`src/rtl/spi_frame_builder_if.sv`:
```
// Handshake/bus bundle between the frame builder and its neighbours:
// job control, byte stream in, frame + launch/complete towards the SPI master.
interface spi_frame_builder_if #(
  parameter int CTRL_WIDTH  = 8,
  parameter int ADDR_WIDTH  = 32,
  parameter int DATA_WIDTH  = 8,
  parameter int BURST_BYTES = 64
);
  localparam int FRAME_WIDTH = CTRL_WIDTH + ADDR_WIDTH + BURST_BYTES*DATA_WIDTH;

  logic                   start;
  logic                   rw;
  logic [ADDR_WIDTH-1:0]  base_addr;
  logic [15:0]            burst_count;
  logic                   din_valid;
  logic                   din_ready;
  logic [DATA_WIDTH-1:0]  din;
  logic                   spi_exe;
  logic [FRAME_WIDTH-1:0] tx_data;
  logic                   spi_done;
  logic                   busy;
  logic                   done;

  modport slave (
    input  start, rw, base_addr, burst_count, din_valid, din, spi_done,
    output din_ready, spi_exe, tx_data, busy, done
  );

  modport master (
    output start, rw, base_addr, burst_count, din_valid, din, spi_done,
    input  din_ready, spi_exe, tx_data, busy, done
  );
endinterface

```
`src/rtl/spi_frame_builder.sv`:
```
// Packs a byte stream into {ctrl, addr, BURST_BYTES data} frames, launches each
// with a one-cycle spi_exe and waits for spi_done before building the next.
module spi_frame_builder #(
  parameter int CTRL_WIDTH  = 8,
  parameter int ADDR_WIDTH  = 32,
  parameter int DATA_WIDTH  = 8,
  parameter int BURST_BYTES = 64,
  parameter logic [CTRL_WIDTH-1:0] CTRL_WRITE = 8'h3a,
  parameter logic [CTRL_WIDTH-1:0] CTRL_READ  = 8'h3b
) (
  input  logic              clock,
  input  logic              reset,
  spi_frame_builder_if.slave bus
);
  localparam int HDR_W       = CTRL_WIDTH + ADDR_WIDTH;
  localparam int FRAME_WIDTH = HDR_W + BURST_BYTES*DATA_WIDTH;
  localparam int CNT_W       = $clog2(BURST_BYTES);
  localparam logic [CNT_W-1:0] LAST_BYTE = CNT_W'(BURST_BYTES-1);

  typedef enum logic [1:0] {S_IDLE, S_FILL, S_ISSUE, S_WAIT} state_e;

  state_e                                  state_q, state_d;
  logic                                    rw_q, rw_d;
  logic [ADDR_WIDTH-1:0]                   addr_q, addr_d;
  logic [15:0]                             rem_q, rem_d;
  logic [CNT_W-1:0]                        cnt_q, cnt_d;
  logic [HDR_W-1:0]                        hdr_q, hdr_d;
  logic [BURST_BYTES-1:0][DATA_WIDTH-1:0]  data_q, data_d;
  logic                                    exe_q, exe_d;
  logic                                    rdy_q, rdy_d;
  logic                                    busy_q, busy_d;
  logic                                    done_q, done_d;

  always_ff @(posedge clock or negedge reset) begin
    if (!reset) begin
      state_q <= S_IDLE;
      rw_q    <= 1'b0;
      addr_q  <= '0;
      rem_q   <= '0;
      cnt_q   <= '0;
      hdr_q   <= '0;
      data_q  <= '0;
      exe_q   <= 1'b0;
      rdy_q   <= 1'b0;
      busy_q  <= 1'b0;
      done_q  <= 1'b0;
    end else begin
      state_q <= state_d;
      rw_q    <= rw_d;
      addr_q  <= addr_d;
      rem_q   <= rem_d;
      cnt_q   <= cnt_d;
      hdr_q   <= hdr_d;
      data_q  <= data_d;
      exe_q   <= exe_d;
      rdy_q   <= rdy_d;
      busy_q  <= busy_d;
      done_q  <= done_d;
    end
  end

  always_comb begin
    state_d = state_q;
    rw_d    = rw_q;
    addr_d  = addr_q;
    rem_d   = rem_q;
    cnt_d   = cnt_q;
    hdr_d   = hdr_q;
    data_d  = data_q;
    done_d  = 1'b0;

    unique case (state_q)
      S_IDLE: begin
        if (bus.start) begin
          if (bus.burst_count != '0) begin
            rw_d    = bus.rw;
            addr_d  = bus.base_addr;
            rem_d   = bus.burst_count;
            cnt_d   = '0;
            data_d  = '0;
            state_d = bus.rw ? S_ISSUE : S_FILL;
          end else begin
            done_d = 1'b1;
          end
        end
      end
      S_FILL: begin
        if (bus.din_valid && rdy_q) begin
          data_d[cnt_q] = bus.din;
          cnt_d         = cnt_q + 1'b1;
          if (cnt_q == LAST_BYTE) state_d = S_ISSUE;
        end
      end
      S_ISSUE: state_d = S_WAIT;
      S_WAIT: begin
        if (bus.spi_done) begin
          addr_d = addr_q + ADDR_WIDTH'(BURST_BYTES);
          rem_d  = rem_q - 1'b1;
          cnt_d  = '0;
          if (rem_q == 16'd1) begin
            done_d  = 1'b1;
            state_d = S_IDLE;
          end else begin
            state_d = rw_q ? S_ISSUE : S_FILL;
          end
        end
      end
      default: state_d = S_IDLE;
    endcase

    // Header is stamped on the way into ISSUE so it is valid alongside spi_exe.
    if (state_d == S_ISSUE) hdr_d = {rw_d ? CTRL_READ : CTRL_WRITE, addr_d};

    exe_d  = (state_d == S_ISSUE);
    rdy_d  = (state_d == S_FILL);
    busy_d = (state_d != S_IDLE);
  end

  assign bus.tx_data   = {hdr_q, data_q};
  assign bus.spi_exe   = exe_q;
  assign bus.din_ready = rdy_q;
  assign bus.busy      = busy_q;
  assign bus.done      = done_q;

  // Elaboration-time guard on the frame layout.
  if (FRAME_WIDTH != $bits(bus.tx_data)) begin : g_width_mismatch
    $error("tx_data width does not match frame layout");
  end
endmodule

```
`src/flat_wrapper.sv`:
```
// flat-port wrapper written by rule: the top's interface ports become plain ports
module spi_frame_builder_flat 
#(
  parameter int CTRL_WIDTH  = 8,
  parameter int ADDR_WIDTH  = 32,
  parameter int DATA_WIDTH  = 8,
  parameter int BURST_BYTES = 64,
  parameter logic [CTRL_WIDTH-1:0] CTRL_WRITE = 8'h3a,
  parameter logic [CTRL_WIDTH-1:0] CTRL_READ  = 8'h3b
)
  (clock, reset, bus_start, bus_rw, bus_base_addr, bus_burst_count, bus_din_valid, bus_din, bus_spi_done, bus_din_ready, bus_spi_exe, bus_tx_data, bus_busy, bus_done);
  spi_frame_builder_if #(.CTRL_WIDTH(CTRL_WIDTH), .ADDR_WIDTH(ADDR_WIDTH), .DATA_WIDTH(DATA_WIDTH), .BURST_BYTES(BURST_BYTES)) bus_i ();
  input  logic clock;
  input  logic reset;
  input wire logic [$bits(bus_i.start)-1:0] bus_start;
  input wire logic [$bits(bus_i.rw)-1:0] bus_rw;
  input wire logic [$bits(bus_i.base_addr)-1:0] bus_base_addr;
  input wire logic [$bits(bus_i.burst_count)-1:0] bus_burst_count;
  input wire logic [$bits(bus_i.din_valid)-1:0] bus_din_valid;
  input wire logic [$bits(bus_i.din)-1:0] bus_din;
  input wire logic [$bits(bus_i.spi_done)-1:0] bus_spi_done;
  output wire logic [$bits(bus_i.din_ready)-1:0] bus_din_ready;
  output wire logic [$bits(bus_i.spi_exe)-1:0] bus_spi_exe;
  output wire logic [$bits(bus_i.tx_data)-1:0] bus_tx_data;
  output wire logic [$bits(bus_i.busy)-1:0] bus_busy;
  output wire logic [$bits(bus_i.done)-1:0] bus_done;
  assign bus_i.start = bus_start;
  assign bus_i.rw = bus_rw;
  assign bus_i.base_addr = bus_base_addr;
  assign bus_i.burst_count = bus_burst_count;
  assign bus_i.din_valid = bus_din_valid;
  assign bus_i.din = bus_din;
  assign bus_i.spi_done = bus_spi_done;
  assign bus_din_ready = bus_i.din_ready;
  assign bus_spi_exe = bus_i.spi_exe;
  assign bus_tx_data = bus_i.tx_data;
  assign bus_busy = bus_i.busy;
  assign bus_done = bus_i.done;
  spi_frame_builder #(.CTRL_WIDTH(CTRL_WIDTH), .ADDR_WIDTH(ADDR_WIDTH), .DATA_WIDTH(DATA_WIDTH), .BURST_BYTES(BURST_BYTES), .CTRL_WRITE(CTRL_WRITE), .CTRL_READ(CTRL_READ)) u_core (.clock(clock), .reset(reset), .bus(bus_i));
endmodule
```
`config.mk`:
```
export PLATFORM = sky130hd
export DESIGN_NAME = spi_frame_builder_flat
export DESIGN_NICKNAME = d
export VERILOG_FILES = /design/src/rtl/spi_frame_builder_if.sv /design/src/rtl/spi_frame_builder.sv /design/src/flat_wrapper.sv
export SDC_FILE = /design/constraint.sdc
export NUM_CORES = 1
export LEC_CHECK = 0
export BUFFER_PORTS_ARGS = -buffer_cell sky130_fd_sc_hd__buf_2
export CORE_AREA = 2 2 240 242
export DETAILED_ROUTE_END_ITERATION = 12
export DIE_AREA = 0 0 242 244
export MAX_ROUTING_LAYER = met4
export PLACE_DENSITY_LB_ADDON = 0.15
export RECOVER_POWER = 25
export SLEW_MARGIN = 20
export SYNTH_ARGS = -nofsm -noshare
export SYNTH_HDL_FRONTEND = slang
export SYNTH_SLANG_ARGS = --single-unit
```
`constraint.sdc`:
```
create_clock -name clock -period 6.1 [get_ports clock]
set_input_delay 1.22 -clock clock [delete_from_list [all_inputs] [get_ports clock]]
set_output_delay 1.22 -clock clock [all_outputs]
set_load 0.03 [all_outputs]
```
==> reports/metrics.cfg, run 1 <==
[pwr]
switching_share_pct=35.3
seqPwrFrac_pct=39.4
power_density_nw_per_um2=390
ir_worst_vdd_mv=0.317
power.leakage_nw=15.6
power.switching_mw=4.10
p_total_mw=11.6
p_int_mw=7.50
comb_power_share_pct=25.8
power_frac_clock_pct=34.8

[sta]
setup_viol=0
maxSlewHeadroom_pct=-107
slew_violations=187
worst_slew_pin_slew_ns=3.11
rsz0062_at_grt=no
worst_slack_ns=1.88
final_hold_viol_count=0
min_period_ns=4.22
fmax_mhz=237
holdWs_ns=0.470
tns_ns=0
clock_skew_ns=0.0325
fin_crit_sh_pct=69.2

[logic_synthesis]
ys_warn_count=0
yosysSeqAreaShare_pct=63.9
yosysTopAreaCellShare_pct=63.9
synthArstFlopShare_pct=100
yosysTopAreaCell=dfrtp_1
synth_area_per_cell_um2=11.9
synth_seq_cells=607
synth-edff-count=0
synth_cell_types=63
ys_top_cells_by_area=dfrtp_1, a22o_1, o21ai_0
synth_ff_type=dfrtp_1
syn_inst=1997
syn_area_um2=23800

[clock_network]
h-tree-depth=3
root_buffer=clkbuf_16
postCtsSetupBuffers=0
cts_tree=done
clockBufferDepth=3
ctsResizeCount=0
clk_pin_slew_ns=0.06
clk_latency_ns=0.60
cts.sink_count=607
numCtsBuffers=67
cts_hold_buf=0

[final_layout]
syn_to_final_growth_pct=25.3
register_area_um2=15200
layout-drive-gt1-share_pct=29.6
mostFrequentLayoutCell=buf_2
filler_cell_count=5001
postLayoutCellArea_um2=29800
layout_common_cells=buf_2, dfrtp_1, a22o_1
fin_cells=3410
utilization_pct=53.0
nets=2666
multi_input_area_um2=8010

[setup_path]
cp.arrival_ns=4.23
cpPeakStageDelay_ns=2.16
critPathKind=in2async
critPathCaptureType=async pin
cpMaxStageDelayCell=clkbuf_2
startpoint_type=primary input
cp_top_family=buffers and inverters
path_buf_inv=2
required_ns=6.11
crit_path_max_fanout=121
path_cells=buf_8 > clkbuf_2

[place]
portBuffers=614
place.detailed.instances=3283
dp_hpwl_um=57300
place_congestion=0.886
post_dp_cell_area_um2=27600
pre_cts_ws_ns=1.58

[global_route]
grt_max_degree=144
grt_pass1_wl_um=126000
grt_overflow=0
grt_pass1_vias=19000
track_usage_pct=29.0
antenna_found_initial=9

[floorplan]
die-height_um=244
dieArea_um2=59000
coreArea_um2=56200
io_pins=618
start_util_pct=42.3
die_width_um=242
rows=87

[routing]
wire_per_inst_um=24.8
wirelength_um=84500
vias=19300
drtAntennaViolNets=0
wl_met3_um=6680
drt_iter0_markers=1480
drc=0
met1_length_um=34800
firstDrtPassIters=5
wl_met2_um=40200
drt-vias-per-instance=5.66
top_layer=met4

[run]
cap_violations=3

[hold_path]
hold_path.class=reg2reg

[run_status]
violations=capacitance limit, slew limit
status=complete, but fails checks

==> kinds of logic (layout without fill, tap and decap cells) <==
group	after synthesis	after routing	share of synthesized area (%)
mux	40	40	1.95
compound gates	719	719	21.8
simple gates	476	476	8.98
buf+inv	135	781	2.52
fa+ha+maj	8	8	0.421
xor+xnor	11	11	0.406
other cells	1	12	0.0158
flops	607	607	63.9
==> cell type report <==
cell class	instances	share of cell area [%]
Clock inverter	20	0.626
Timing Repair Buffer	647	11.3
Antenna cell	9	0.0757
Inverter	16	0.202
Sequential cell	607	51.0
Multi-Input combinational cell	1257	26.9
Clock buffer	98	6.71
Tap cell	756	3.18
==> flip-flops by register name, indices dropped and copies added (netlist names) <==
signal	cells
u_core.bus.done	1
u_core.bus.spi_exe	1
u_core.state_q	2
u_core.rw_q	1
u_core.hdr_q	34
u_core.bus.din_ready	1
u_core.bus.busy	1
u_core.bus.tx_data	512
u_core.rem_q	16
u_core.addr_q	32
u_core.cnt_q	6
==> cell usage after synthesis (6+ instances only) <==
cell and n:
dfrtp_1 607, a22o_1 326, nand2_1 275, o21ai_0 231
clkbuf_1 62, nor2_1 61, o21bai_1 40, a21oi_1 36
buf_2 31, nand3_1 30, a21o_1 24, mux2_1 23
a22oi_1 19, nor3_1 19, inv_1 16, buf_1 15
nand4_1 13, and2_1 12, and3_1 10, nor4_1 9
ha_1 8, mux2_2 7, o211ai_1 7, or3_1 7
buf_4 6, nand3b_1 6, xor2_1 6
==> routing by layer <==
metal | vias to the layer above | global-route usage (%)
met5 | - | -
met4 | 0 | 9.51
met3 | 137 | 7.97
met2 | 793 | 45.3
met1 | 9804 | 36.7
li1 | 8552 | -
==> power by group through the flow <==
stage	Clock (mW)	Sequential [mW]	Combinational [mW]
2_1_floorplan	0	4.76	1.84
3_3_place_gp	0	4.62	2.95
3_5_place_dp	0	4.64	2.98
4_1_cts	4.10	4.57	2.99
5_1_grt	4.27	4.61	3.25
6_report	4.04	4.57	2.99
==> path summary, 6_finish.rpt <==
check | end | startpoint | slack [ns] | depth (start not counted)
worst max-delay path | u_core.bus.tx_data[484] | reset | 1.88 | 2
worst min-delay path | u_core.bus.tx_data[314] | u_core.bus.tx_data[314] | 0.47 | 2
worst max register to register | u_core.hdr_q[12] | u_core.rem_q[7] | 2.32 | 7
worst min register to register | u_core.bus.tx_data[314] | u_core.bus.tx_data[314] | 0.47 | 2
max in group clock | u_core.hdr_q[12] | bus_burst_count[5] | 2.14 | 8
min in group asynchronous | u_core.bus.tx_data[108] | reset | 0.64 | 1
No activity file was read; power rests on OpenSTA's default activity.
==> run 2: changes to the inputs <==
- ABC_AREA: unset -> 1
- CORE_AREA: 2 2 240 242 -> unset
- CORE_ASPECT_RATIO: unset -> 0.6
- CORE_UTILIZATION: unset -> 54
- DIE_AREA: 0 0 242 244 -> unset
- clock period: 6.1 -> 4.3 ns (I/O delays scaled with it)
==> run 2 against run 1 <==
The flow still finishes with violations (capacitance limit, slew limit); routed wire length up 6.5%; first-iteration DRC count up 50%; non-clock buffer count up 2; synthesized cell count up 30%.
==> reports/metrics.cfg, run 2 <==
[logic_synthesis]
yosysTopAreaCellShare_pct=58.7  ; -5.3 points
synthArstFlopShare_pct=100  ; unchanged
synth_cell_types=47  ; -25%
synth_common_cells=dfrtp_1, inv_1, o22ai_1
ys_warn_count=0  ; unchanged
syn_area_um2=25900  ; +9.0%
synth_area_per_cell_um2=9.97  ; -16%
synth_ff_type=dfrtp_1
yosysSeqAreaShare_pct=58.7  ; -5.3 points
synth_seq_cells=607  ; unchanged
yosysTopAreaCell=dfrtp_1
syn_inst=2598  ; +30%
ys_top_cells_by_area=dfrtp_1, o22ai_1, inv_1
synth-edff-count=0  ; unchanged
yosysMostFrequentCell=dfrtp_1

[setup_path]
cpMostUsedCell=nand2_1
critPathCaptureType=register
required_ns=4.84  ; -1.27 ns
path_cells=inv_1 > ha_1 > nand3_1 > o21ai_0 > nand2_1 > nand2_1
cpMaxStageDelayCell=ha_1
cp_top_family=adder cells
path_buf_inv=1  ; -1
cp.arrival_ns=3.66  ; -0.57 ns
startpoint_type=register
critPathKind=reg2reg
crit_path_max_fanout=25  ; -79%
cpPeakStageDelay_ns=0.92  ; -1.24 ns

[routing]
drt_iter0_markers=2216  ; +50%
wire_per_inst_um=23.3  ; -6.1%
drt-vias-per-instance=5.78  ; +2.1%
drtAntennaViolNets=0  ; unchanged
vias=22400  ; +16%
firstDrtPassIters=5  ; unchanged
drc=0  ; unchanged
wirelength_um=90000  ; +6.5%

[global_route]
grt_max_degree=120  ; -17%
grt_pass1_vias=21700  ; +14%
grt_pass1_wl_um=134000  ; +6.5%
antenna_found_initial=0  ; -9
track_usage_pct=37.2  ; +8.3 points
grt_overflow=0  ; unchanged

[clock_network]
root_buffer=clkbuf_16
postCtsSetupBuffers=0  ; unchanged
cts_hold_buf=0  ; unchanged
clk_pin_slew_ns=0.07  ; about the same
cts_tree=done
ctsResizeCount=0  ; unchanged
clockBufferDepth=3  ; unchanged
numCtsBuffers=55  ; -18%
cts.sink_count=607  ; unchanged
clk_latency_ns=0.60  ; about the same
h-tree-depth=2  ; -1

[floorplan]
dieArea_um2=48900  ; -17%
rows=61  ; -30%
start_util_pct=55.3  ; +13 points
die-height_um=172  ; -30%
die_width_um=285  ; +18%
io_pins=618  ; unchanged
coreArea_um2=46800  ; -17%

[final_layout]
nets=3268  ; +23%
largest_reg_flops=512  ; unchanged
diodes=0  ; -9
filler_cell_count=3721  ; -26%
layout_common_cells=buf_2, dfrtp_1, inv_1
fin_cells=3870  ; +13%
syn_to_final_growth_pct=21.3
postLayoutCellArea_um2=31400  ; +5.5%
layout-drive-gt1-share_pct=28.0  ; -1.6 points
mostFrequentLayoutCell=buf_2
utilization_pct=67.1  ; +14 points

[sta]
min_period_ns=3.13
clock_skew_ns=0.0230  ; -0.00953 ns
worst_slew_pin_slew_ns=2.20  ; -0.906 ns
slew_violations=337  ; +80%
rsz0062_at_grt=no
setup_viol=0  ; unchanged
tns_ns=0  ; unchanged
maxSlewHeadroom_pct=-46.6  ; +60 points
fmax_mhz=320
worst_slack_ns=1.17  ; -0.706 ns
fin_crit_sh_pct=72.7
final_hold_viol_count=0  ; unchanged

[hold_path]
hold_path.class=in2async

[run_status]
status=complete, but fails checks
violations=capacitance limit, slew limit

[place]
post_dp_cell_area_um2=29600  ; +7.3%
portBuffers=614  ; unchanged
dp_hpwl_um=61700  ; +7.8%
place_congestion=1.02  ; +15%
pre_cts_ws_ns=1.27  ; -0.308 ns
place.detailed.instances=3771  ; +15%

[pwr]
power_density_nw_per_um2=594  ; +52%
power.leakage_nw=15.9  ; +1.8%
ir_worst_vdd_mv=0.485  ; +53%

[run]
cap_violations=5  ; +2

==> run 2: cell types whose count changed after synthesis, moves of 61 or more <==
cell	change
nand2_2	+63
inv_1	+566
nand3_1	+61
a22o_1	-326
o21ai_0	-183
o22ai_1	+512
==> run 2: logic make-up after synthesis <==
kind of cell    Yosys count  share of synthesized area, %
buf+inv                 694                          11.1
flops                   607                          58.7
compound gates          663                          17.9
xor+xnor                  4                         0.135
simple gates            621                          11.8
other cells               1                        0.0145
fa+ha+maj                 8                         0.387
==> run 2: worst paths after layout <==
check,cells after the start,slack [ns],endpoint,from
max,6,1.17,u_core.hdr_q[32],u_core.state_q[1]
min,1,0.21,u_core.bus.tx_data[488],reset
max reg2reg,6,1.17,u_core.hdr_q[32],u_core.state_q[1]
min reg2reg,2,0.48,u_core.hdr_q[7],u_core.hdr_q[7]
max in group asynchronous,3,1.24,u_core.bus.tx_data[418],reset
min in group clock,2,0.48,u_core.hdr_q[7],u_core.hdr_q[7]
==> run 2: routing by layer <==
metal,GRT usage (%),wire length (um),up-vias
li1,-,-,9825
met1,49.5,36900,11200
met2,57.0,42000,1166
met3,7.71,7760,201
met4,13.6,3330,0
met5,-,0,-
==> run 2: area by class of cell <==
class                      instances  area [um^2]  area share (%)
clock inverter                    22          294           0.936
sequential                       607        15200            48.4
clock buffer                      77         1600            5.10
inverter                         586         2200            7.01
tap                              630          788            2.51
timing repair buffer             649         3480            11.1
multi-input combinational       1299         7850            25.0
==> run 2: through the flow <==
stage          hold slack [ns]  power, mW
2_1_floorplan            0.457       11.4
3_3_place_gp             0.463       13.3
4_1_cts                  0.236       18.6
5_1_grt                  0.235       19.4
6_report                 0.211       18.7
3_5_place_dp             0.464       13.4
==> run 2: power breakdown <==
group | internal [mW] | switching [mW] | total, mW | leakage [nW]
sequential | 6.16 | 0.399 | 6.56 | 8.37
clock | 2.96 | 2.22 | 5.18 | 0.928
combinational | 1.77 | 5.15 | 6.93 | 6.55
total | 10.9 | 7.77 | 18.7 | 15.9
==> run 3: changes to the inputs <==
- CORE_UTILIZATION: 54 -> 49
- clock period: 4.3 -> 2.6 ns (I/O delays scaled with it)
==> run 3 against run 2 <==
The flow still finishes with violations (capacitance limit, slew limit); final cell count up 3.4%; count of clock-buffer cells in the layout up 3; worst setup slack got worse by 1.0 ns; combinational power rose by 72%; sequential power increased by 65%; register-to-register slack got worse by 1.0 ns; sequential share of layout area shrank 1.0 points; clock power rose by 64%; routed wire length rose by 2.8%; critical endpoint is now u_core.bus.tx_data[5].
==> reports/metrics.cfg, run 3 (same netlist as run 2, synthesis figures left out) <==
[hold_path]
hold_path.class=in2reg

[pwr]
power.switching_mw=12.8  ; +65%
power.leakage_nw=16.2  ; +2.2%
switching_share_pct=41.2  ; -0.45 points
power_frac_clock_pct=27.2  ; -0.5 points
p_int_mw=18.3  ; +68%
comb_power_share_pct=38.1  ; +1.0 points
p_total_mw=31.2  ; +67%
seqPwrFrac_pct=34.7  ; -0.4 points
ir_worst_vdd_mv=1.07  ; +120%
power_density_nw_per_um2=971  ; +63%

[clock_network]
h-tree-depth=2  ; unchanged
cts_tree=done
cts.sink_count=607  ; unchanged
postCtsSetupBuffers=0  ; unchanged
clk_pin_slew_ns=0.06  ; about the same
clockBufferDepth=3  ; unchanged
numCtsBuffers=55  ; unchanged
clk_latency_ns=0.61  ; about the same
root_buffer=clkbuf_16

[final_layout]
nets=3331  ; +1.9%
filler_cell_count=4393  ; +18%
largest_reg_flops=512  ; unchanged
diodes=0  ; unchanged
mostFrequentLayoutCell=buf_2
syn_to_final_growth_pct=23.9
layout-drive-gt1-share_pct=29.0  ; +1.0 points
multi_input_area_um2=7850  ; unchanged
register_area_um2=15200  ; unchanged
layout_common_cells=buf_2, dfrtp_1, inv_1

[global_route]
grt_max_degree=67  ; -44%
antenna_found_initial=0  ; unchanged
track_usage_pct=35.0  ; -2.2 points
grt_pass1_wl_um=139000  ; +4.2%
grt_overflow=0  ; unchanged
grt_pass1_vias=21800  ; +0.46%

[sta]
fin_crit_sh_pct=95.0  ; +22 points
worst_slew_pin_slew_ns=2.02  ; -0.177 ns
final_hold_viol_count=0  ; unchanged
rsz0062_at_grt=no
maxSlewHeadroom_pct=-34.8  ; +12 points
slew_violations=58  ; -83%
fmax_mhz=405  ; +27%
min_period_ns=2.47  ; -0.656 ns
tns_ns=0  ; unchanged
holdWs_ns=0.194  ; -0.0171 ns
clock_skew_ns=0.0152  ; -0.00781 ns
setup_viol=0  ; unchanged

[floorplan]
io_pins=618  ; unchanged
coreArea_um2=51600  ; +10%
die-height_um=180  ; +4.9%
dieArea_um2=53800  ; +10%
start_util_pct=50.2  ; -5.1 points
rows=64  ; +4.9%
die_width_um=299  ; +4.9%

[routing]
drc=0  ; unchanged
wire_per_inst_um=23.1  ; -0.55%
firstDrtPassIters=6  ; +1
wl_met3_um=7080  ; -8.8%
wl_met2_um=41900  ; -0.20%
vias=22400  ; +0.058%
met1_length_um=39700  ; +7.7%
drtAntennaViolNets=0  ; unchanged
drt_iter0_markers=1781  ; -20%
wirelength_um=92500  ; +2.8%
top_layer=met4
drt-vias-per-instance=5.59  ; -3.2%

[setup_path]
required_ns=3.06  ; -1.78 ns
worst-r2r-setup-slack_ns=0.13  ; -1.04 ns
cp.arrival_ns=2.93  ; -0.73 ns
crit_path_max_fanout=9  ; -64%
cpPeakStageDelay_ns=0.52  ; -0.40 ns
cpMaxStageDelayCell=a21oi_2
critPathKind=reg2reg
critPathCaptureType=register
path_cells=buf_4 > nor3_4 > nand2_1 > a21oi_2 > o22ai_1
startpoint_type=register

[place]
portBuffers=614  ; unchanged
dp_hpwl_um=65700  ; +6.4%
place_congestion=0.975  ; -4.5%

[run_status]
status=complete, but fails checks
violations=capacitance limit, slew limit

[run]
cap_violations=1  ; -4

==> run 3: cell type report <==
cell class / instances / area share (%)
repair buffers: 712 / 12.9
well taps: 693 / 2.70
multi-input cells: 1299 / 24.5
clock buffers: 80 / 4.89
flip-flops and latches: 607 / 47.3
inverters: 586 / 6.86
clock inverters: 23 / 0.877
==> run 3: worst paths after layout <==
check	endpoint	from	cells after the start
max in group asynchronous	u_core.bus.tx_data[129]	reset	3
min in group asynchronous	u_core.rem_q[7]	reset	2
max reg2reg	u_core.bus.tx_data[5]	u_core.cnt_q[4]	5
min reg2reg	u_core.hdr_q[16]	u_core.hdr_q[16]	2
max	u_core.bus.tx_data[5]	u_core.cnt_q[4]	5
min	u_core.addr_q[1]	bus_base_addr[1]	3
==> run 3: layer usage <==
| metal | vias up | GRT usage [%] |
|---|---|---|
| li1 | 9950 | - |
| met1 | 11200 | 48.7 |
| met2 | 1047 | 51.9 |
| met3 | 176 | 6.09 |
| met4 | 0 | 12.5 |
| met5 | - | - |
==> run 3: critical path, delay by kind of cell (launching register included) <==
family	cells	cell delay (ns)
AOI/OAI and AO/OA	2	0.66
buffers and inverters	1	0.21
DFF	1	0.48
and+or+nand+nor	2	0.97
==> run 3: stage by stage <==
stage	worst slack (ns)	util [%]	cell area, um^2	instances
final	0.129	62.2	32100	4000
after global placement	0.105	58.8	30300	3896
after CTS	0.0956	62.4	32200	4000
after detailed placement	0.0912	58.8	30300	3896
after floorplan	0.616	-	25900	2600
after global routing	0.00964	62.2	32100	4000
==> run 3: what timing repair did <==
action	4_1_cts	5_1_grt
hold buffers	1	0
gates resized for setup	0	0
endpoints found under the hold margin	33	0
==> run 3: power by group through the flow <==
stage	Clock, mW	Sequential, mW	Combinational [mW]
5_1_grt	8.88	10.9	12.6
4_1_cts	8.53	10.8	11.7
2_1_floorplan	0	11.5	7.31
3_5_place_dp	0	10.9	11.7
3_3_place_gp	0	10.9	11.5
6_report	8.47	10.8	11.9
